### config.mk
export PLATFORM = sky130hd
export DESIGN_NAME = fighter_fsm_param
export DESIGN_NICKNAME = d
export VERILOG_FILES = /design/src/rtl/fighter_fsm_param.sv
export SDC_FILE = /design/constraint.sdc
export NUM_CORES = 1
export LEC_CHECK = 0
export CAP_MARGIN = 10
export CORE_MARGIN = 5
export CORE_UTILIZATION = 35
export CTS_CLUSTER_DIAMETER = 150
export DETAILED_ROUTE_END_ITERATION = 7
export PLACE_DENSITY = 0.57
export SYNTH_ARGS = -nofsm -noshare
export SYNTH_HDL_FRONTEND = slang
export SYNTH_SLANG_ARGS = --single-unit
### constraint.sdc
create_clock -name clk -period 3.8 [get_ports clk]
set_clock_uncertainty 0.15 [all_clocks]
set_input_delay 0.38 -clock clk [delete_from_list [all_inputs] [get_ports clk]]
set_output_delay 0.38 -clock clk [all_outputs]
set_load 0.1 [all_outputs]
### src/rtl/fighter_fsm_param.sv
// Per-fighter walk / attack / stun state machine, advanced only on frame_en strobes.
// Define INPUT_BUFFER_EN to buffer an attack pressed near the end of recovery.
module fighter_fsm_param #(
  parameter int ATK_START        = 5,
  parameter int ATK_ACTIVE       = 2,
  parameter int ATK_RECOVERY     = 16,
  parameter int DIR_START        = 4,
  parameter int DIR_ACTIVE       = 3,
  parameter int DIR_RECOVERY     = 15,
  parameter int HITSTUN_OFFSET   = 1,
  parameter int BLOCKSTUN_OFFSET = 3,
  parameter int CNT_W            = 6,
  parameter int BUFFER_FRAMES    = 4
) (
  input  logic             clk,
  input  logic             reset,
  input  logic             frame_en,
  input  logic             left,
  input  logic             right,
  input  logic             attack,
  input  logic             got_hit,
  input  logic             got_blocked,
  input  logic             hit_by_diratk,
  output logic [3:0]       state,
  output logic [CNT_W-1:0] frame_count,
  output logic             move_flag,
  output logic             attack_flag,
  output logic             directional_attack_flag,
  output logic             hitbox_active,
  output logic             stun_flag
);

  typedef enum logic [3:0] {
    S_IDLE      = 4'd0,
    S_BACK      = 4'd1,
    S_FWD       = 4'd2,
    S_ATK_S     = 4'd3,
    S_ATK_A     = 4'd4,
    S_ATK_R     = 4'd5,
    S_DIR_S     = 4'd6,
    S_DIR_A     = 4'd7,
    S_DIR_R     = 4'd8,
    S_HITSTUN   = 4'd9,
    S_BLOCKSTUN = 4'd10
  } state_t;

  // Phase lengths are stored as "last frame index" (len-1) so they fit in CNT_W bits.
  localparam logic [CNT_W-1:0] L_ATK_S   = CNT_W'(ATK_START - 1);
  localparam logic [CNT_W-1:0] L_ATK_A   = CNT_W'(ATK_ACTIVE - 1);
  localparam logic [CNT_W-1:0] L_ATK_R   = CNT_W'(ATK_RECOVERY - 1);
  localparam logic [CNT_W-1:0] L_DIR_S   = CNT_W'(DIR_START - 1);
  localparam logic [CNT_W-1:0] L_DIR_A   = CNT_W'(DIR_ACTIVE - 1);
  localparam logic [CNT_W-1:0] L_DIR_R   = CNT_W'(DIR_RECOVERY - 1);
  localparam logic [CNT_W-1:0] L_HIT_ATK = CNT_W'(ATK_RECOVERY - HITSTUN_OFFSET - 1);
  localparam logic [CNT_W-1:0] L_HIT_DIR = CNT_W'(DIR_RECOVERY - HITSTUN_OFFSET - 1);
  localparam logic [CNT_W-1:0] L_BLK_ATK = CNT_W'(ATK_RECOVERY - BLOCKSTUN_OFFSET - 1);
  localparam logic [CNT_W-1:0] L_BLK_DIR = CNT_W'(DIR_RECOVERY - BLOCKSTUN_OFFSET - 1);

  if (ATK_START < 1 || ATK_ACTIVE < 1 || ATK_RECOVERY < 1 ||
      DIR_START < 1 || DIR_ACTIVE < 1 || DIR_RECOVERY < 1 || BUFFER_FRAMES < 1 ||
      ATK_RECOVERY - BLOCKSTUN_OFFSET < 1 || DIR_RECOVERY - BLOCKSTUN_OFFSET < 1 ||
      ATK_RECOVERY - HITSTUN_OFFSET < 1 || DIR_RECOVERY - HITSTUN_OFFSET < 1 ||
      ATK_START > 2**CNT_W || ATK_ACTIVE > 2**CNT_W || ATK_RECOVERY > 2**CNT_W ||
      DIR_START > 2**CNT_W || DIR_ACTIVE > 2**CNT_W || DIR_RECOVERY > 2**CNT_W) begin : g_cfg_error
    $error("fighter_fsm_param: phase length outside 1..2**CNT_W");
  end

  state_t           r_state;
  logic [CNT_W-1:0] r_frame_count;
  logic [CNT_W-1:0] r_stun_last;
  logic             r_pend_hit;
  logic             r_pend_blk;
  logic             r_pend_dir;

  state_t           w_next_state;
  logic [CNT_W-1:0] w_next_fc;
  logic [CNT_W-1:0] w_next_stun_last;
  logic [CNT_W-1:0] w_last;
  logic             w_hit;
  logic             w_blk;
  logic             w_dir;

`ifdef INPUT_BUFFER_EN
  localparam logic [CNT_W-1:0] BUF_TH_ATK =
    (ATK_RECOVERY > BUFFER_FRAMES) ? CNT_W'(ATK_RECOVERY - BUFFER_FRAMES) : '0;
  localparam logic [CNT_W-1:0] BUF_TH_DIR =
    (DIR_RECOVERY > BUFFER_FRAMES) ? CNT_W'(DIR_RECOVERY - BUFFER_FRAMES) : '0;

  logic r_buf_valid;
  logic r_buf_dir;
  logic w_buf_valid_next;
  logic w_buf_dir_next;
`endif

  // Events on the strobe cycle itself are merged with those latched since the last strobe;
  // a hit in the same cycle as a block drops the block.
  assign w_hit = r_pend_hit | got_hit;
  assign w_blk = r_pend_blk | (got_blocked & ~got_hit);
  assign w_dir = (got_hit | got_blocked) ? hit_by_diratk : r_pend_dir;

  always_comb begin
    case (r_state)
      S_ATK_S:                w_last = L_ATK_S;
      S_ATK_A:                w_last = L_ATK_A;
      S_ATK_R:                w_last = L_ATK_R;
      S_DIR_S:                w_last = L_DIR_S;
      S_DIR_A:                w_last = L_DIR_A;
      S_DIR_R:                w_last = L_DIR_R;
      S_HITSTUN, S_BLOCKSTUN: w_last = r_stun_last;
      default:                w_last = '0;
    endcase
  end

  always_comb begin
    // NOTE: every signal driven here gets a default first, so no path can infer a latch.
    w_next_state     = r_state;
    w_next_fc        = r_frame_count;
    w_next_stun_last = r_stun_last;
`ifdef INPUT_BUFFER_EN
    w_buf_valid_next = r_buf_valid & ~w_blk;
    w_buf_dir_next   = r_buf_dir;
`endif
    if (w_hit) begin
      w_next_state     = S_HITSTUN;
      w_next_fc        = '0;
      w_next_stun_last = w_dir ? L_HIT_DIR : L_HIT_ATK;
`ifdef INPUT_BUFFER_EN
      w_buf_valid_next = 1'b0;
`endif
    end else if (w_blk && (r_state == S_IDLE || r_state == S_BACK ||
                           r_state == S_FWD  || r_state == S_BLOCKSTUN)) begin
      w_next_state     = S_BLOCKSTUN;
      w_next_fc        = '0;
      w_next_stun_last = w_dir ? L_BLK_DIR : L_BLK_ATK;
    end else if (r_state == S_IDLE || r_state == S_BACK || r_state == S_FWD) begin
      if ((left ^ right) & attack)      w_next_state = S_DIR_S;
      else if (attack & ~left & ~right) w_next_state = S_ATK_S;
      else if (left & ~right)           w_next_state = S_BACK;
      else if (right & ~left)           w_next_state = S_FWD;
      else                              w_next_state = S_IDLE;
      // Free-running states count frames spent, saturating instead of wrapping.
      if (w_next_state != r_state)  w_next_fc = '0;
      else if (!(&r_frame_count))   w_next_fc = r_frame_count + 1'b1;
    end else begin
`ifdef INPUT_BUFFER_EN
      if (attack && !w_blk &&
          ((r_state == S_ATK_R && r_frame_count >= BUF_TH_ATK) ||
           (r_state == S_DIR_R && r_frame_count >= BUF_TH_DIR))) begin
        w_buf_valid_next = 1'b1;
        w_buf_dir_next   = left ^ right;
      end
`endif
      if (r_frame_count >= w_last) begin
        w_next_fc = '0;
        case (r_state)
          S_ATK_S: w_next_state = S_ATK_A;
          S_ATK_A: w_next_state = S_ATK_R;
          S_DIR_S: w_next_state = S_DIR_A;
          S_DIR_A: w_next_state = S_DIR_R;
          default: w_next_state = S_IDLE;
        endcase
`ifdef INPUT_BUFFER_EN
        if ((r_state == S_ATK_R || r_state == S_DIR_R) && w_buf_valid_next) begin
          w_next_state     = w_buf_dir_next ? S_DIR_S : S_ATK_S;
          w_buf_valid_next = 1'b0;
        end
`endif
      end else begin
        w_next_fc = r_frame_count + 1'b1;
      end
    end
  end

  always_ff @(posedge clk) begin
    // NOTE: sequential state uses non-blocking assignments so all registers see pre-edge values.
    if (reset) begin
      r_state       <= S_IDLE;
      r_frame_count <= '0;
      r_stun_last   <= '0;
      r_pend_hit    <= 1'b0;
      r_pend_blk    <= 1'b0;
      r_pend_dir    <= 1'b0;
`ifdef INPUT_BUFFER_EN
      r_buf_valid   <= 1'b0;
      r_buf_dir     <= 1'b0;
`endif
    end else if (frame_en) begin
      r_state       <= w_next_state;
      r_frame_count <= w_next_fc;
      r_stun_last   <= w_next_stun_last;
      r_pend_hit    <= 1'b0;
      r_pend_blk    <= 1'b0;
      r_pend_dir    <= 1'b0;
`ifdef INPUT_BUFFER_EN
      r_buf_valid   <= w_buf_valid_next;
      r_buf_dir     <= w_buf_dir_next;
`endif
    end else begin
      if (got_hit)                 r_pend_hit <= 1'b1;
      if (got_blocked & ~got_hit)  r_pend_blk <= 1'b1;
      if (got_hit | got_blocked)   r_pend_dir <= hit_by_diratk;
    end
  end

  assign state                   = r_state;
  assign frame_count             = r_frame_count;
  assign move_flag               = (r_state == S_BACK)  || (r_state == S_FWD);
  assign attack_flag             = (r_state == S_ATK_S) || (r_state == S_ATK_A) ||
                                   (r_state == S_DIR_S) || (r_state == S_DIR_A);
  assign directional_attack_flag = (r_state == S_DIR_S) || (r_state == S_DIR_A);
  assign hitbox_active           = (r_state == S_ATK_A) || (r_state == S_DIR_A);
  assign stun_flag               = (r_state == S_HITSTUN) || (r_state == S_BLOCKSTUN);

endmodule

# Word level (Yosys, flattened, before mapping)
# Cells that the tools add are included.
# Widths: inputs -> output; s select.
totals:
  reg_bits: 19
  latchBits: 0
  ram_bits: 0
  romBits: 0
  in_bits: 9
  output_inout_bits: 15
  word_cells: 77
  mem_count: 0
classes:
  add_sub_neg: 1
  n_mul: 0
  div_mod_pow: 0
  n_lt_le_gt_ge: 1
  eq_ne: 12
  n_shift: 0
  n_mux: 24
  bitwise_logic: 13
  n_reduce_logical: 20
op_table:
  columns: ["operator", "count"]
  rows:
  - ["$mux 6", 8]
  - ["$pmux 6 s7", 1]
  - ["$mux 4", 7]
  - ["$eq 4x3->1 const B", 4]
  - ["$pmux 4 s4", 1]
  - ["$eq 4x4->1 const B", 3]
  - ["$logic_or 1x1->1", 10]
  - ["$eq 4x2->1 const B", 2]
  - ["$mux 2", 4]
  - ["$add 6x1->6 const B", 1]
  - ["$and 1x1->1", 6]
  - ["$ge 6x6->1", 1]
  - ["$mux 3", 2]
  - ["$reduce_and 2->1", 3]
  - ["$reduce_and 6->1", 1]
  - ["$ne 5x5->1 const B", 1]
  - ["$eq 4x1->1 const B", 1]
  - ["$logic_not 4->1", 1]
  - ["$ne 4x4->1", 1]
  - ["$reduce_bool 4->1", 1]
  - ["$reduce_or 2->1", 2]
  - ["$not 1->1", 3]
  - ["$or 1x1->1", 3]
  - ["$reduce_bool 2->1", 1]
  - ["3 further kinds", 3]

# Depth between registers and ports, before layout
# Gate-level depths: netlist of run 1.
depth:
  word_depth: 14
  ltp_mapped: 11
  ltp_nobuf: 10

# Worst setup path before layout of run 1
# OpenSTA, ideal clock, no wires.
synth_timing:
  path_type: "register to output"
  startpoint: "reg r_state[0], in the netlist state[0]"
  endpoint: "out move_flag"
  arrival_ns: 3.447
  required_ns: 3.270
  slack_ns: -0.177
  path_stages_with_launch: 4
  path_buffers: 1
  path_cell_list: "dfxtp_1 > buf_2 > xnor2_1 > nor3_1"
synth_via:
  elab_chain_cells: 2
  word_cells_on_any_way: 3
  classes_between: "eq/ne (2); reduce/logical (1)"
synth_lines:
  columns: ["element", "line_no", "text"]
  rows:
  - ["from (decl)", "68", "state_t r_state;"]
  - ["from (signal assigned)", "188", "r_state <= w_next_state;"]
  - ["$eq 4x1->1 / $eq 4x2->1 (equally long branches)", "207", "assign move_flag = (r_state == S_BACK) || (r_state == S_FWD);"]
  - ["$logic_or 1x1->1 *", "207", null]
  - ["to (decl)", "26", "output logic move_flag,"]
# Mark *: on every way between the ends. The rest lies on a longest branch, timed or not.

# Final worst setup path of run 1
layout_timing:
  startpoint: "reg r_state[3], in the netlist state[3]"
  endpoint: "reg r_frame_count[0], in the netlist frame_count[0]"
layout_via:
  elab_chain_cells: 8
  word_cells_on_any_way: 26
  classes_between: "order compare (1); eq/ne (12); mux (6); reduce/logical (7)"
layout_lines:
  columns: ["element", "line_no", "text"]
  rows:
  - ["$eq 4x4->1, on equally long branches", "102, 131", null]
  - ["$reduce_or 2->1", "102", "case (r_state)"]
  - ["$pmux 6 s7", "102", null]
  - ["$ge 6x6->1", "153", "if (r_frame_count >= w_last) begin"]
  - ["$mux 6", "153", null]
  - ["$mux 6", "135", "end else if (r_state == S_IDLE || r_state == S_BACK || r_state == S_FWD) begin"]
  - ["$mux 6", "130", "end else if (w_blk && (r_state == S_IDLE || r_state == S_BACK ||"]
  - ["$mux 6", "123", "if (w_hit) begin"]
  - ["to (signal assigned)", "189", "r_frame_count <= w_next_fc;"]
  - ["to (decl)", "69", "logic [CNT_W-1:0] r_frame_count;"]
# Several ways; a longest one is shown, not always the timed one.
# A chain may end at the register's enable or synchronous reset.

==> summary.txt, run 1 <==
Route
  • Top sig layer: met4
  • Routed Antenna Nets: 0
  • Met2 Wirelength: 1480 um
  • # DRC: 0
  • Vias per cell: 5.35
  • 1st-pass router iterations: 4
  • Met1 WL: around 1400 um
  • WL/cell: 14.0 um
  • Detailed-route via count: between 1000 and 1500
  • Final wirelength: around 3000 um
  • 1st-iter DRT viols: 71
  • Met3 WL: 127 um

STA
  • Tmin final: 3.01 ns
  • Hold WS: 0.337 ns
  • PnR worst setup slack: a little under 0.8 ns
  • Post-route clock period utilization: 79.3%
  • RSZ-0062 raised after global routing: false
  • Setup violators final: 0
  • Setup_tns: 0 ns
  • Slew headroom: 33.9%
  • Slew Viols, Final: 0
  • Max Fclk: 332 MHz
  • Worst-Margin Slew: 0.988 ns
  • Fin. Hold Viols: 0

Cells and area
  • Post-layout util: 45.1%
  • Non-Filler Instances: about 220
  • Post-Layout Inst Area: 1540 um2
  • Layout area overhead: 22.3%
  • Nets@finish: 188
  • Layout cells sized above 1: 15.2%
  • # diodes: 0

Placement
  • Port Buffer Count: 23
  • Pre-CTS WS: 0.722 ns
  • GPL Wtd Cong: 0.813
  • Post-placement cell area: 1510 um2
  • Post-Place Cells: ~210
  • HPWL Detailed: 2320 um

Synth
  • Synthesized Nets: 166
  • Cells after Synth: 150
  • Post-synth top area cell: dfxtp_1
  • Yosys reg bits: 17
  • Number of distinct library cells after synthesis: between 40 and 50
  • Avg Cell Area, Syn: 8.39 um2
  • Top post-synthesis cells by area: dfxtp_1 (27%), ha_1 (7.0%), nor2_1 (5.7%), o32ai_2 (3.9%), inv_1 (3.6%)
  • Register area share after synthesis: 27.0%
  • Warning count from the yosys run: 0
  • Top-area cell type share of the netlist area: between 20% and 30%
  • Post-synthesis cell area: approximately 1300 um2

Worst setup path
  • CP Max Fanout: 13
  • Worst reg2reg startpoint: state[3]$_SDFFE_PP0P_
  • Worst setup endpoint: frame_count[0]$_SDFFE_PP0P_
  • Worst Setup SP: state[3]$_SDFFE_PP0P_
  • Type of origin of the critical path: flop
  • Cell breakdown of the critical path: nand2b_1 -> o21ai_0 -> and3_1 -> ha_1 -> nand2b_1 -> a211oi_1 -> o21ai_2 -> o31ai_4 -> or3b_4 -> o31ai_2
  • Worst path max stage delay: between 0.5 and 0.6 ns
  • Worst Reg-to-Reg Cells: 10
  • Setup crit end kind: flop
  • Buf+Inv Stages, Crit Path: 0
  • Slowest stage cell on the critical path: dfxtp_1
  • WS Path Type: flop to flop
  • Stages on the worst setup path: 10
  • Crit-path leading delay family: simple AND/OR/NAND/NOR gates
  • R2R Setup Slk: 0.79 ns
  • FF-to-FF End: frame_count[0]$_SDFFE_PP0P_
  • Worst path most repeated cell: nand2b_1
  • WP data arrival: 3.08 ns
  • Critical Path RT: approximately 3.9 ns

Clock tree
  • Post CTS Setup Buffer Count: 0
  • Post-CTS Resized: 0
  • CTS Sinks: 17
  • Clock transition at path regs: 0.11 ns
  • Hold_buf cts: 0
  • Total CTS buffers: 3
  • Worst-Skew Late Latency: 0.30 ns
  • H-tree depth: 1
  • Clock buffer depth: 2
  • TritonCTS clock tree: yes
  • CTS root buf: clkbuf_4

Global route
  • Initial antenna violation count: 0
  • First-pass GRT wire length: 5270 um
  • GRT Total Usage: 12.6%
  • Vias in the first global route: 1126
  • Largest net degree at the start of global routing: 23
  • Total grt overflow: 0

Floorplan
  • Width of the die: roughly 70 um
  • Die Footprint: 4900 um2
  • Row count: 21
  • Initial Utilization: roughly 37%
  • I/O pins: 24
  • Die height: about 70 um
  • Core Area: 3420 um2

Hold path
  • Hold depth: 2
  • HP Class: flop to flop

Pwr
  • Power density cells: 297 nW/um2
  • Leak pwr: 0.559 nW
  • Pwr Total: 457 uW
  • Peak VDD IR: 0.197 mV

Outcome
  • Status: finished, final reports clean

Job
  • Max_cap viols: 0
==> cells in the final DEF, fill, tap and decap left out, drive strengths merged, types with 4 or more instances in the layout <==
master	n
a211oi	4
a21oi	8
a31oi	4
buf	6
clkdlybuf4s50	18
dfxtp	17
ha	7
inv	12
nand2	6
nand2b	6
nor2	20
nor3	5
o21ai	8
o32ai	4
or3	5
==> worst min path at each step <==
stage | start | endpoint | slack [ns]
floorplan | r_stun_last[3]$_SDFFE_PP0P_ | r_stun_last[3]$_SDFFE_PP0P_ | 0.29
global placement | r_stun_last[3]$_SDFFE_PP0P_ | r_stun_last[3]$_SDFFE_PP0P_ | 0.31
detailed placement | r_stun_last[3]$_SDFFE_PP0P_ | r_stun_last[3]$_SDFFE_PP0P_ | 0.32
CTS | r_stun_last[3]$_SDFFE_PP0P_ | r_stun_last[3]$_SDFFE_PP0P_ | 0.35
global route | r_stun_last[3]$_SDFFE_PP0P_ | r_stun_last[3]$_SDFFE_PP0P_ | 0.38
finish | r_stun_last[3]$_SDFFE_PP0P_ | r_stun_last[3]$_SDFFE_PP0P_ | 0.34
==> routing by layer <==
| metal | track usage, % | up-vias |
|---|---|---|
| li1 | - | 586 |
| met1 | 16.4 | 553 |
| met2 | 21.2 | 20 |
| met3 | 3.44 | 2 |
| met4 | 2.13 | 0 |
| met5 | 0 | - |
==> kinds of logic (layout without fill, tap and decap cells) <==
kind of cell | Yosys count | count (layout) | share of synthesized area, %
AO/OA/AOI/OAI | 41 | 41 | 28.1
XOR/XNOR | 3 | 3 | 2.09
adder cells (fa/ha/maj) | 8 | 8 | 7.75
buffers and inverters | 19 | 40 | 6.36
flip-flops | 17 | 17 | 27.0
multiplexers | 3 | 3 | 2.39
AND/OR/NAND/NOR | 59 | 59 | 26.2
==> report_power, final <==
group          internal [mW]  total [mW]  switching, mW
Combinational         0.0536       0.155          0.101
Sequential             0.186       0.200         0.0132
Clock                 0.0393       0.103         0.0639
==> synth_stat cells, drive strengths merged <==
| cell | n |
|---|---|
| or4 | 1 |
| o32ai | 4 |
| a31oi | 4 |
| o41ai | 2 |
| xor2 | 1 |
| o31ai | 3 |
| nor2 | 20 |
| nand2b | 6 |
| and3 | 1 |
| nand3 | 3 |
| a211oi | 4 |
| and2 | 3 |
| o22a | 1 |
| maj3 | 1 |
| dfxtp | 17 |
| xnor2 | 2 |
| inv | 12 |
| nor3b | 2 |
| nor2b | 2 |
| ha | 7 |
| nand2 | 6 |
| a2111oi | 1 |
| o22ai | 1 |
| nand3b | 1 |
| nor4 | 1 |
| clkbuf | 5 |
| mux2i | 3 |
| a21oi | 8 |
| buf | 2 |
| a21o | 1 |
| o41a | 1 |
| a32oi | 1 |
| o21ai | 8 |
| nor3 | 5 |
| or3 | 5 |
| o21a | 2 |
| or3b | 3 |
==> state kept, by name (all words and copies together) (netlist names) <==
register     flops
r_pend_blk       1
state            4
r_pend_dir       1
frame_count      6
r_stun_last      4
r_pend_hit       1
==> layout make-up <==
type,count,area (um2)
inverters,12,45.0
clock inverters,1,5.00
fillers,345,1880
clock buffers,3,22.5
well taps,46,57.6
flip-flops and latches,17,340
multi-input cells,114,843
repair buffers,24,225
==> worst register-to-register path, stage by stage (launching register included) <==
cell and delay, ns:
dfxtp_1 0.57, nand2b_1 0.31, o21ai_0 0.12, and3_1 0.18, ha_1 0.26, nand2b_1 0.14, a211oi_1 0.28, o21ai_2 0.14
o31ai_4 0.12, or3b_4 0.47, o31ai_2 0.19
(Power assumes the default switching activity.)
==> inputs of run 2 (changes only) <==
Clock period 3.8 ns to 2.85 ns, I/O delays scaled along.
==> summary.txt, run 2 (synthesis results as in run 1) <==
Outcome
  • Status: finished, final reports clean (unchanged)

Placement
  • GPL Wtd Cong: 0.814 (was 0.813)
  • Port Buffer Count: 23 (unchanged)
  • Post-Place Cells: 221 (was 213)
  • HPWL Detailed: 2480 um (was 2320 um)
  • Pre-CTS WS: 0.000395 ns (was 0.722 ns)

STA
  • Setup_tns: 0 ns (unchanged)
  • Setup violators final: 0 (unchanged)
  • RSZ-0062 raised after global routing: false (unchanged)
  • Post-route clock period utilization: 96.0% (was 79.3%)
  • PnR worst setup slack: 0.115 ns (was 0.785 ns)
  • Worst-Margin Slew: 0.632 ns (was 0.988 ns)
  • Slew Viols, Final: 0 (unchanged)
  • Fin. Hold Viols: 0 (unchanged)
  • Max Fclk: 366 MHz (was 332 MHz)
  • Slew headroom: 57.7% (was 33.9%)
  • Tmin final: 2.73 ns (was 3.01 ns)

Cells and area
  • Max FFs per register: 6 (unchanged)
  • Most frequent cells in the layout: buf_4 (24), nor2_1 (19), inv_1 (12), dfxtp_1 (12), clkdlybuf4s50_1 (8) (was nor2_1 (19), clkdlybuf4s50_1 (18), dfxtp_1 (17), inv_1 (12), a21oi_1 (8))
  • Post-layout util: 47.0% (was 45.1%)
  • Area occupied by registers: 354 um2 (was 340 um2)
  • Nets@finish: 196 (was 188)
  • Commonest non-fill, non-tap cell in the layout: buf_4 (was nor2_1)
  • Area of the multi-input gates: 862 um2 (was 843 um2)
  • Layout cells sized above 1: 29.1% (was 15.2%)
  • Layout area overhead: 27.5% (was 22.3%)
  • FILL cells: 349 (was 345)
  • # diodes: 0 (unchanged)
  • Non-Filler Instances: 225 (was 217)

Floorplan
  • Die Footprint: 4900 um2 (unchanged)
  • Width of the die: 70.0 um (unchanged)
  • Core Area: 3420 um2 (unchanged)
  • Die height: 70.0 um (unchanged)
  • Initial Utilization: 36.8% (unchanged)
  • Row count: 21 (unchanged)
  • I/O pins: 24 (unchanged)

Pwr
  • Pint: 385 uW (was 279 uW)
  • Leak pwr: 0.622 nW (was 0.559 nW)
  • Sw Ratio: 37.2% (was 38.9%)
  • Peak VDD IR: 0.189 mV (was 0.197 mV)
  • Flop pwr share: 43.6% (was 43.7%)
  • Power density cells: 382 nW/um2 (was 297 nW/um2)
  • Clock network fraction of total power: 20.7% (was 22.5%)
  • Gate power share: 35.8% (was 33.8%)
  • Switching pwr: 228 uW (was 178 uW)
  • Pwr Total: 613 uW (was 457 uW)

Route
  • Final wirelength: 3230 um (was 3040 um)
  • 1st-pass router iterations: 4 (unchanged)
  • WL/cell: 14.4 um (was 14.0 um)
  • Detailed-route via count: 1174 (was 1161)
  • Routed Antenna Nets: 0 (unchanged)
  • Vias per cell: 5.22 (was 5.35)
  • 1st-iter DRT viols: 110 (was 71)
  • # DRC: 0 (unchanged)

Worst setup path
  • Slowest stage cell on the critical path: or3b_4 (was dfxtp_1)
  • CP Max Fanout: 13 (unchanged)
  • Setup crit end kind: flop (unchanged)
  • Type of origin of the critical path: flop (unchanged)
  • WS Path Type: flop to flop (unchanged)
  • Worst path max stage delay: 0.46 ns (was 0.57 ns)
  • WP data arrival: 2.78 ns (was 3.08 ns)
  • Cell breakdown of the critical path: nand2b_4 -> o21ai_0 -> and3_1 -> ha_1 -> nand2b_1 -> a211oi_2 -> o21ai_2 -> o31ai_4 -> or3b_4 -> o31ai_2 (was nand2b_1 -> o21ai_0 -> and3_1 -> ha_1 -> nand2b_1 -> a211oi_1 -> o21ai_2 -> o31ai_4 -> or3b_4 -> o31ai_2)
  • Critical Path RT: 2.89 ns (was 3.86 ns)

Clock tree
  • Total CTS buffers: 3 (unchanged)
  • Post CTS Setup Buffer Count: 0 (unchanged)
  • H-tree depth: 1 (unchanged)
  • TritonCTS clock tree: yes (unchanged)
  • Hold_buf cts: 0 (unchanged)
  • Clock transition at path regs: 0.10 ns (was 0.11 ns)
  • Post-CTS Resized: 0 (unchanged)
  • Clock buffer depth: 2 (unchanged)
  • CTS root buf: clkbuf_4 (unchanged)
  • Worst-Skew Late Latency: 0.28 ns (was 0.30 ns)
  • CTS Sinks: 17 (unchanged)

Job
  • Max_cap viols: 0 (unchanged)

Global route
  • First-pass GRT wire length: 5450 um (was 5270 um)
  • GRT Total Usage: 13.2% (was 12.6%)
  • Largest net degree at the start of global routing: 17 (was 23)
  • Vias in the first global route: 1116 (was 1126)
  • Total grt overflow: 0 (unchanged)
  • Initial antenna violation count: 0 (unchanged)

Hold path
  • HP Class: flop to flop (unchanged)
## run 2: cell types whose count changed in the layout (fill, tap and decap cells not counted), moves of 2 or more
cell             change
dfxtp_2              +2
clkdlybuf4s50_1     -10
dfxtp_4              +3
buf_4               +18
dfxtp_1              -5
## run 2: worst paths after layout
check                                    from                           to  slack, ns  cells after the start
setup / recovery        state[3]$_SDFFE_PP0P_  frame_count[0]$_SDFFE_PP0P_       0.12                     10
hold / removal    r_stun_last[3]$_SDFFE_PP0P_  r_stun_last[3]$_SDFFE_PP0P_       0.33                      2
setup reg to reg        state[3]$_SDFFE_PP0P_  frame_count[0]$_SDFFE_PP0P_       0.12                     10
hold reg to reg   r_stun_last[3]$_SDFFE_PP0P_  r_stun_last[3]$_SDFFE_PP0P_       0.33                      2
## run 2: metal layers
layer | up-vias | track usage [%] | share of wire (%) | wire length, um
met4 | 0 | 3.83 | 0.59 | 19
met5 | - | 0 | 0 | 0
met2 | 22 | 22.0 | 49 | 1590
met3 | 2 | 2.15 | 3.9 | 127
li1 | 602 | - | - | -
met1 | 548 | 17.5 | 46 | 1500
## run 2: worst max-delay path, delay by kind of cell, from the launching register on
| kind | cells | cell delay, ns |
|---|---|---|
| adder cells (fa/ha/maj) | 1 | 0.26 |
| AO/OA/AOI/OAI | 5 | 0.79 |
| flip-flops | 1 | 0.44 |
| AND/OR/NAND/NOR | 4 | 1.00 |
## run 2: power by group through the flow
stage / clock network [mW] / logic, mW / registers [mW]
2_1_floorplan: 0 / 0.144 / 0.291
3_3_place_gp: 0 / 0.219 / 0.272
3_5_place_dp: 0 / 0.219 / 0.273
4_1_cts: 0.135 / 0.220 / 0.267
5_1_grt: 0.141 / 0.236 / 0.270
6_report: 0.127 / 0.219 / 0.267
## run 2: layout make-up
type / count / share of cell area, %
Timing Repair Buffer: 32 / 16.2
Clock buffer: 4 / 1.64
Sequential cell: 17 / 22.1
Inverter: 12 / 2.81
Multi-Input combinational cell: 114 / 53.7
Tap cell: 46 / 3.59
## run 2: through the flow
| step | hold WS (ns) | area, um2 |
|---|---|---|
| CTS | 0.345 | 1610 |
| global route | 0.366 | 1610 |
| global placement | 0.310 | 1580 |
| detailed placement | 0.318 | 1580 |
| floorplan | 0.214 | 1320 |
| finish | 0.334 | 1610 |
==> inputs of run 3 (changes only) <==
Settings changed: CORE_UTILIZATION 35 to 51, PLACE_DENSITY 0.57 to 0.78.
Clock period 2.85 ns to 2.8 ns, I/O delays scaled along.
==> summary.txt, run 3 (synthesis results as in run 1) <==
Outcome
  • Status: finished, final reports clean (unchanged)

Clock tree
  • CTS Sinks: 17 (unchanged)
  • Post CTS Setup Buffer Count: 0 (unchanged)
  • Hold_buf cts: 0 (unchanged)
  • CTS root buf: clkbuf_4 (unchanged)
  • Total CTS buffers: 3 (unchanged)
  • Clock transition at path regs: 0.11 ns (was 0.10 ns)
  • H-tree depth: 1 (unchanged)
  • Post-CTS Resized: 0 (unchanged)
  • TritonCTS clock tree: yes (unchanged)
  • Clock buffer depth: 2 (unchanged)
  • Worst-Skew Late Latency: 0.31 ns (was 0.28 ns)

Pwr
  • Peak VDD IR: 0.280 mV (was 0.189 mV)
  • Pwr Total: 637 uW (was 613 uW)
  • Power density cells: 400 nW/um2 (was 382 nW/um2)
  • Leak pwr: 0.624 nW (was 0.622 nW)

Global route
  • Largest net degree at the start of global routing: 16 (was 17)
  • First-pass GRT wire length: 5020 um (was 5450 um)
  • Initial antenna violation count: 0 (unchanged)
  • GRT Total Usage: 18.4% (was 13.2%)
  • Total grt overflow: 0 (unchanged)
  • Vias in the first global route: 1130 (was 1116)

STA
  • Tmin final: 2.65 ns (was 2.73 ns)
  • Setup violators final: 0 (unchanged)
  • Slew Viols, Final: 0 (unchanged)
  • Max Fclk: 377 MHz (was 366 MHz)
  • PnR worst setup slack: 0.148 ns (was 0.115 ns)
  • RSZ-0062 raised after global routing: false (unchanged)
  • Post-route clock period utilization: 94.7% (was 96.0%)
  • Fin. Hold Viols: 0 (unchanged)
  • Setup_tns: 0 ns (unchanged)
  • Worst-Margin Slew: 0.577 ns (was 0.632 ns)
  • Slew headroom: 61.4% (was 57.7%)

Worst setup path
  • Worst Reg-to-Reg Cells: 10 (unchanged)
  • WP data arrival: 2.73 ns (was 2.78 ns)
  • FF-to-FF End: frame_count[0]$_SDFFE_PP0P_ (unchanged)
  • Setup crit end kind: flop (unchanged)
  • Worst setup endpoint: frame_count[0]$_SDFFE_PP0P_ (unchanged)
  • Stages on the worst setup path: 10 (unchanged)
  • Buf+Inv Stages, Crit Path: 0 (unchanged)
  • Critical Path RT: 2.88 ns (was 2.89 ns)
  • Worst reg2reg startpoint: state[3]$_SDFFE_PP0P_ (unchanged)
  • Worst path max stage delay: 0.46 ns (about the same)
  • Cell breakdown of the critical path: nand2b_4 -> o21ai_0 -> and3_1 -> ha_1 -> nand2b_1 -> a211oi_2 -> o21ai_2 -> o31ai_4 -> or3b_4 -> o31ai_2 (unchanged)
  • Crit-path leading delay family: simple AND/OR/NAND/NOR gates (unchanged)
  • Type of origin of the critical path: flop (unchanged)
  • Worst Setup SP: state[3]$_SDFFE_PP0P_ (unchanged)
  • R2R Setup Slk: 0.15 ns (was 0.12 ns)
  • CP Max Fanout: 13 (unchanged)
  • WS Path Type: flop to flop (unchanged)
  • Slowest stage cell on the critical path: or3b_4 (unchanged)

Job
  • Max_cap viols: 0 (unchanged)

Placement
  • HPWL Detailed: 2300 um (was 2480 um)
  • Post-Place Cells: 205 (was 221)
  • Port Buffer Count: 23 (unchanged)
  • GPL Wtd Cong: 0.925 (was 0.814)
  • Pre-CTS WS: 0.0505 ns (was 0.000395 ns)

Route
  • # DRC: 0 (unchanged)
  • 1st-iter DRT viols: 42 (was 110)
  • Final wirelength: 3000 um (was 3230 um)
  • Detailed-route via count: 1211 (was 1174)
  • Routed Antenna Nets: 0 (unchanged)
  • Vias per cell: 5.79 (was 5.22)
  • WL/cell: 14.3 um (was 14.4 um)
  • 1st-pass router iterations: 4 (unchanged)

Floorplan
  • I/O pins: 24 (unchanged)
  • Initial Utilization: 52.2% (was 36.8%)
  • Die height: 59.7 um (was 70.0 um)
  • Width of the die: 59.7 um (was 70.0 um)
  • Die Footprint: 3560 um2 (was 4900 um2)
  • Row count: 18 (was 21)
  • Core Area: 2410 um2 (was 3420 um2)

Cells and area
  • Most frequent cells in the layout: buf_4 (24), nor2_1 (19), inv_1 (12), dfxtp_1 (11), clkdlybuf4s50_1 (8) (was buf_4 (24), nor2_1 (19), inv_1 (12), dfxtp_1 (12), clkdlybuf4s50_1 (8))
  • Post-layout util: 66.1% (was 47.0%)
  • Nets@finish: 196 (unchanged)
  • Layout cells sized above 1: 30.2% (was 29.1%)
  • # diodes: 0 (unchanged)
  • Commonest non-fill, non-tap cell in the layout: buf_4 (unchanged)
  • Non-Filler Instances: 209 (was 225)
  • Layout area overhead: 26.6% (was 27.5%)
  • Max FFs per register: 6 (unchanged)

Hold path
  • HP Class: flop to flop (unchanged)
==> run 3: changes by cell type in the layout (fill, tap and decap cells not counted) <==
cell and change:
dfxtp_1 -1, nand2b_1 -1, dfxtp_2 +1, nand2b_4 +1
==> run 3: layout make-up <==
type	count	area, um2
inverter	12	45.0
fill	209	816
sequential	17	355
timing repair buffer	32	260
clock buffer	4	26.3
multi-input combinational	114	870
tap	30	37.5
==> run 3: worst register-to-register path, cell delays in order, from the launching register on <==
cell and delay [ns]:
dfxtp_4 0.45, nand2b_4 0.20, o21ai_0 0.10, and3_1 0.18, ha_1 0.26, nand2b_1 0.16
a211oi_2 0.22, o21ai_2 0.12, o31ai_4 0.10, or3b_4 0.46, o31ai_2 0.19
==> run 3: stage by stage <==
| step | hold slack, ns | area, um2 |
|---|---|---|
| 2_1_floorplan | 0.209 | 1330 |
| 3_3_place_gp | 0.305 | 1570 |
| 3_5_place_dp | 0.313 | 1570 |
| 4_1_cts | 0.338 | 1590 |
| 5_1_grt | 0.374 | 1590 |
| 6_report | 0.334 | 1590 |
==> run 3: report_power, final <==
group          switching (mW)  internal, mW
logic                   0.139        0.0853
clock network          0.0855        0.0557
registers              0.0194         0.253
total                   0.244         0.394
==> run 3: worst min-delay path by stage <==
stage	from	to	slack (ns)	cells past startpoint
detailed placement	r_stun_last[3]$_SDFFE_PP0P_	r_stun_last[3]$_SDFFE_PP0P_	0.31	2
global placement	r_stun_last[3]$_SDFFE_PP0P_	r_stun_last[3]$_SDFFE_PP0P_	0.31	2
finish	r_stun_last[3]$_SDFFE_PP0P_	r_stun_last[3]$_SDFFE_PP0P_	0.33	2
CTS	r_stun_last[3]$_SDFFE_PP0P_	r_stun_last[3]$_SDFFE_PP0P_	0.34	2
floorplan	frame_en	r_pend_blk$_SDFFE_PP0P_	0.21	1
global route	r_stun_last[3]$_SDFFE_PP0P_	r_stun_last[3]$_SDFFE_PP0P_	0.37	2
==> run 3: metal layers <==
metal  up-vias  global-route usage [%]  wire (um)
met4         0                    9.49         61
met2        38                    31.0       1500
li1        608                       -          -
met5         -                       0          0
met1       560                    22.8       1280
met3         5                    2.16        160
==> edit: new RTL, settings of run 2 <==
Build with the macro `INPUT_BUFFER_EN` defined.
--- a/src/rtl/fighter_fsm_param.sv
+++ b/src/rtl/fighter_fsm_param.sv
@@ -1,4 +1,6 @@
 // Per-fighter walk / attack / stun state machine, advanced only on frame_en strobes.
 // Define INPUT_BUFFER_EN to buffer an attack pressed near the end of recovery.
+`define INPUT_BUFFER_EN
+
 module fighter_fsm_param #(
   parameter int ATK_START        = 5,
Formal check against the unedited RTL: no difference found for any inputs over 10 cycles, from zero or initial values and one cycle with reset high; that may be too few to reach the edited logic, so the function may still have changed.
==> edit against run 2 <==
Final area grew 21%. Wire length grew 28%. Worst setup slack gained 0.069 ns. Synthesized area grew 12%. Power grew 27%. Core utilization grew 2.1 points. Global-route usage grew 1.9 points. Sequential cell count grew 2.
==> edit: results (changes against run 2) <==
* CP max stage cell: or4b_4
* Crit-path max cell delay at 0.55 ns (+0.09 ns)
* Syn_nets at 203 (+22%)
* RR Endpoint: state[2]$_SDFFE_PP0P_
* Cell Area, Placed at 0.00182 sq mm (+15%)
* Post-DRT Antenna Nets at 0 (unchanged)
* Asr flop ratio synth at 0 (unchanged)
* Min-Delay Path Class: reg2reg
* FF-to-FF path depth at 10 (unchanged)
* Seq/Total Area, Yosys at 0.269 (-0.00159)
* Logic pwr share at 0.372 (+0.014)
* Maximum clock insertion buffer count at 2 (unchanged)
* Yosys Warn Count at 0 (unchanged)
* Netlist cell types at 45 (-8.2%)
* Placed Cells at 268 (+21%)
* Worst r2r src: state[2]$_SDFFE_PP0P_
* Hold path depth at 2 (unchanged)
* PortBufs at 23 (unchanged)
* GP Congestion at 0.920 (+13%)
* Synth top cells by count: nor2_1, dfxtp_1, nand2_1
* Clk pin slew, worst setup/hold paths at 0.07 ns (-0.03 ns)
* Crit-path max FO at 9 (-4)
* Rel. slew slack at 0.644 (+0.0665)
* Fillers at 396 (+13%)
* # diodes at 0 (unchanged)
* Total CTS buffers at 3 (unchanged)
* Worst hold endpoint: r_stun_last[0]$_SDFFE_PP0P_
* Total global routing track utilization at 0.151 (+0.0185)
* Synth top area cells: dfxtp_1, ha_1, nor2_1
* Share of cells above drive strength 1 at 0.294 (+0.00336)
* Initial DRC count at 121 (+10%)
* CTS root buffer: clkbuf_8
* NumNets Final at 246 (+26%)
* Max reg flops at 6 (unchanged)
* Drt wl/cell at 14.9 microns (+3.5%)
* Initial antenna violation count at 0 (unchanged)
* Cell Int Power at 485 uW (+26%)
* Largest net degree at the start of global routing at 15 (-2)
* Post-Layout Cell Count at 278 (+24%)
* TNS Setup at 0 ns (unchanged)
* VDD IR max at 0.191 mV (+1.3%)
* Leakage at 0.779 nW (+25%)
* Hold Startpoint: r_stun_last[0]$_SDFFE_PP0P_
* Final hold slack at 0.352 ns (+0.0181 ns)
* Syn_area_per_cell at 7.61 sq um (-9.3%)
* Clk power at 195 uW (+54%)
* Vias in the first global route at 1370 (+23%)
* Delay-heaviest family, CP: compound AO/OA/AOI/OAI gates
* Outcome: finished, final reports clean
* First-pass GRT wire length at 6440 microns (+18%)
* Drt first pass iters at 4 (unchanged)
* H-tree depth at 1 (unchanged)
* HPWL Detailed at 3200 microns (+29%)
* R2r setup slk at 0.18 ns (+0.07 ns)
* Vias/cell at 5.44 (+4.2%)
* Skew-Pair Late Insertion Delay at 0.26 ns (-0.02 ns)
## edit: cell count changes in the layout (fill, tap and decap cells not counted), sizes merged, moves of 4 or more
cell | before | now
buf | 24 | 37
nand2 | 6 | 18
a21oi | 8 | 13
nand3 | 3 | 7
o211ai | 0 | 4
or3 | 5 | 1
## edit: logic make-up after synthesis
| logic type | count (synthesis) | share of synthesized area |
|---|---|---|
| AOI/OAI and AO/OA | 56 | 0.290 |
| DFF | 19 | 0.269 |
| adders and majority gates | 8 | 0.0707 |
| buffers and inverters | 21 | 0.0619 |
| and+or+nand+nor | 75 | 0.259 |
| muxes | 3 | 0.0248 |
| xor gates and xnor gates | 4 | 0.0248 |
## edit: worst reg2reg max path: stages, from the launching register on
cell	delay [ns]
dfxtp_4	0.39
or4b_4	0.55
o31ai_2	0.10
a21oi_2	0.07
ha_1	0.30
o21ai_2	0.06
o211ai_1	0.32
buf_4	0.18
nand3_1	0.12
a2111oi_2	0.23
a31o_1	0.14
## edit: area by class of cell
cell class | instances | area, sq um | share of cell area
multi-input cells | 146 | 1030 | 0.530
repair buffers | 45 | 362 | 0.185
inverters | 14 | 52.6 | 0.0270
flip-flops and latches | 19 | 395 | 0.203
clock buffers | 4 | 45.0 | 0.0231
well taps | 50 | 62.6 | 0.0321
## edit: routing by layer
layer | part of all wire | up-vias | track usage
met5 | 0 | - | 0
met4 | 0.011 | 0 | 0.0362
met3 | 0.058 | 6 | 0.0164
met2 | 0.48 | 49 | 0.247
met1 | 0.45 | 693 | 0.211
li1 | - | 764 | -
## edit: how the worst max path moves through the flow
stage / endpoint / slack, ns / cells past startpoint / startpoint
2_1_floorplan: frame_count[4]$_SDFFE_PP0P_ / -0.15 / 11 / state[1]$_SDFFE_PP0P_
3_3_place_gp: frame_count[1]$_SDFFE_PP0P_ / 0.11 / 9 / right
3_5_place_dp: frame_count[2]$_SDFFE_PP0P_ / 0.02 / 9 / right
4_1_cts: frame_count[3]$_SDFFE_PP0P_ / 0.12 / 11 / state[1]$_SDFFE_PP0P_
5_1_grt: frame_count[4]$_SDFFE_PP0P_ / -0.01 / 10 / state[0]$_SDFFE_PP0P_
6_report: state[2]$_SDFFE_PP0P_ / 0.18 / 10 / state[2]$_SDFFE_PP0P_
## edit: timing repair
item	4_1_cts	5_1_grt
hold endpoints to repair	0	0
buffers inserted	0	6
resized for setup	0	10
endpoints found under the setup margin	0	6
## edit: per-stage QoR
step / worst slack, ns / utilization / power [mW]
global placement: 0.110 / 0.458 / 0.569
CTS: 0.124 / 0.470 / 0.762
global route: -0.0137 / 0.491 / 0.816
finish: 0.184 / 0.491 / 0.779
detailed placement: 0.0184 / 0.458 / 0.569
floorplan: -0.149 / - / 0.491
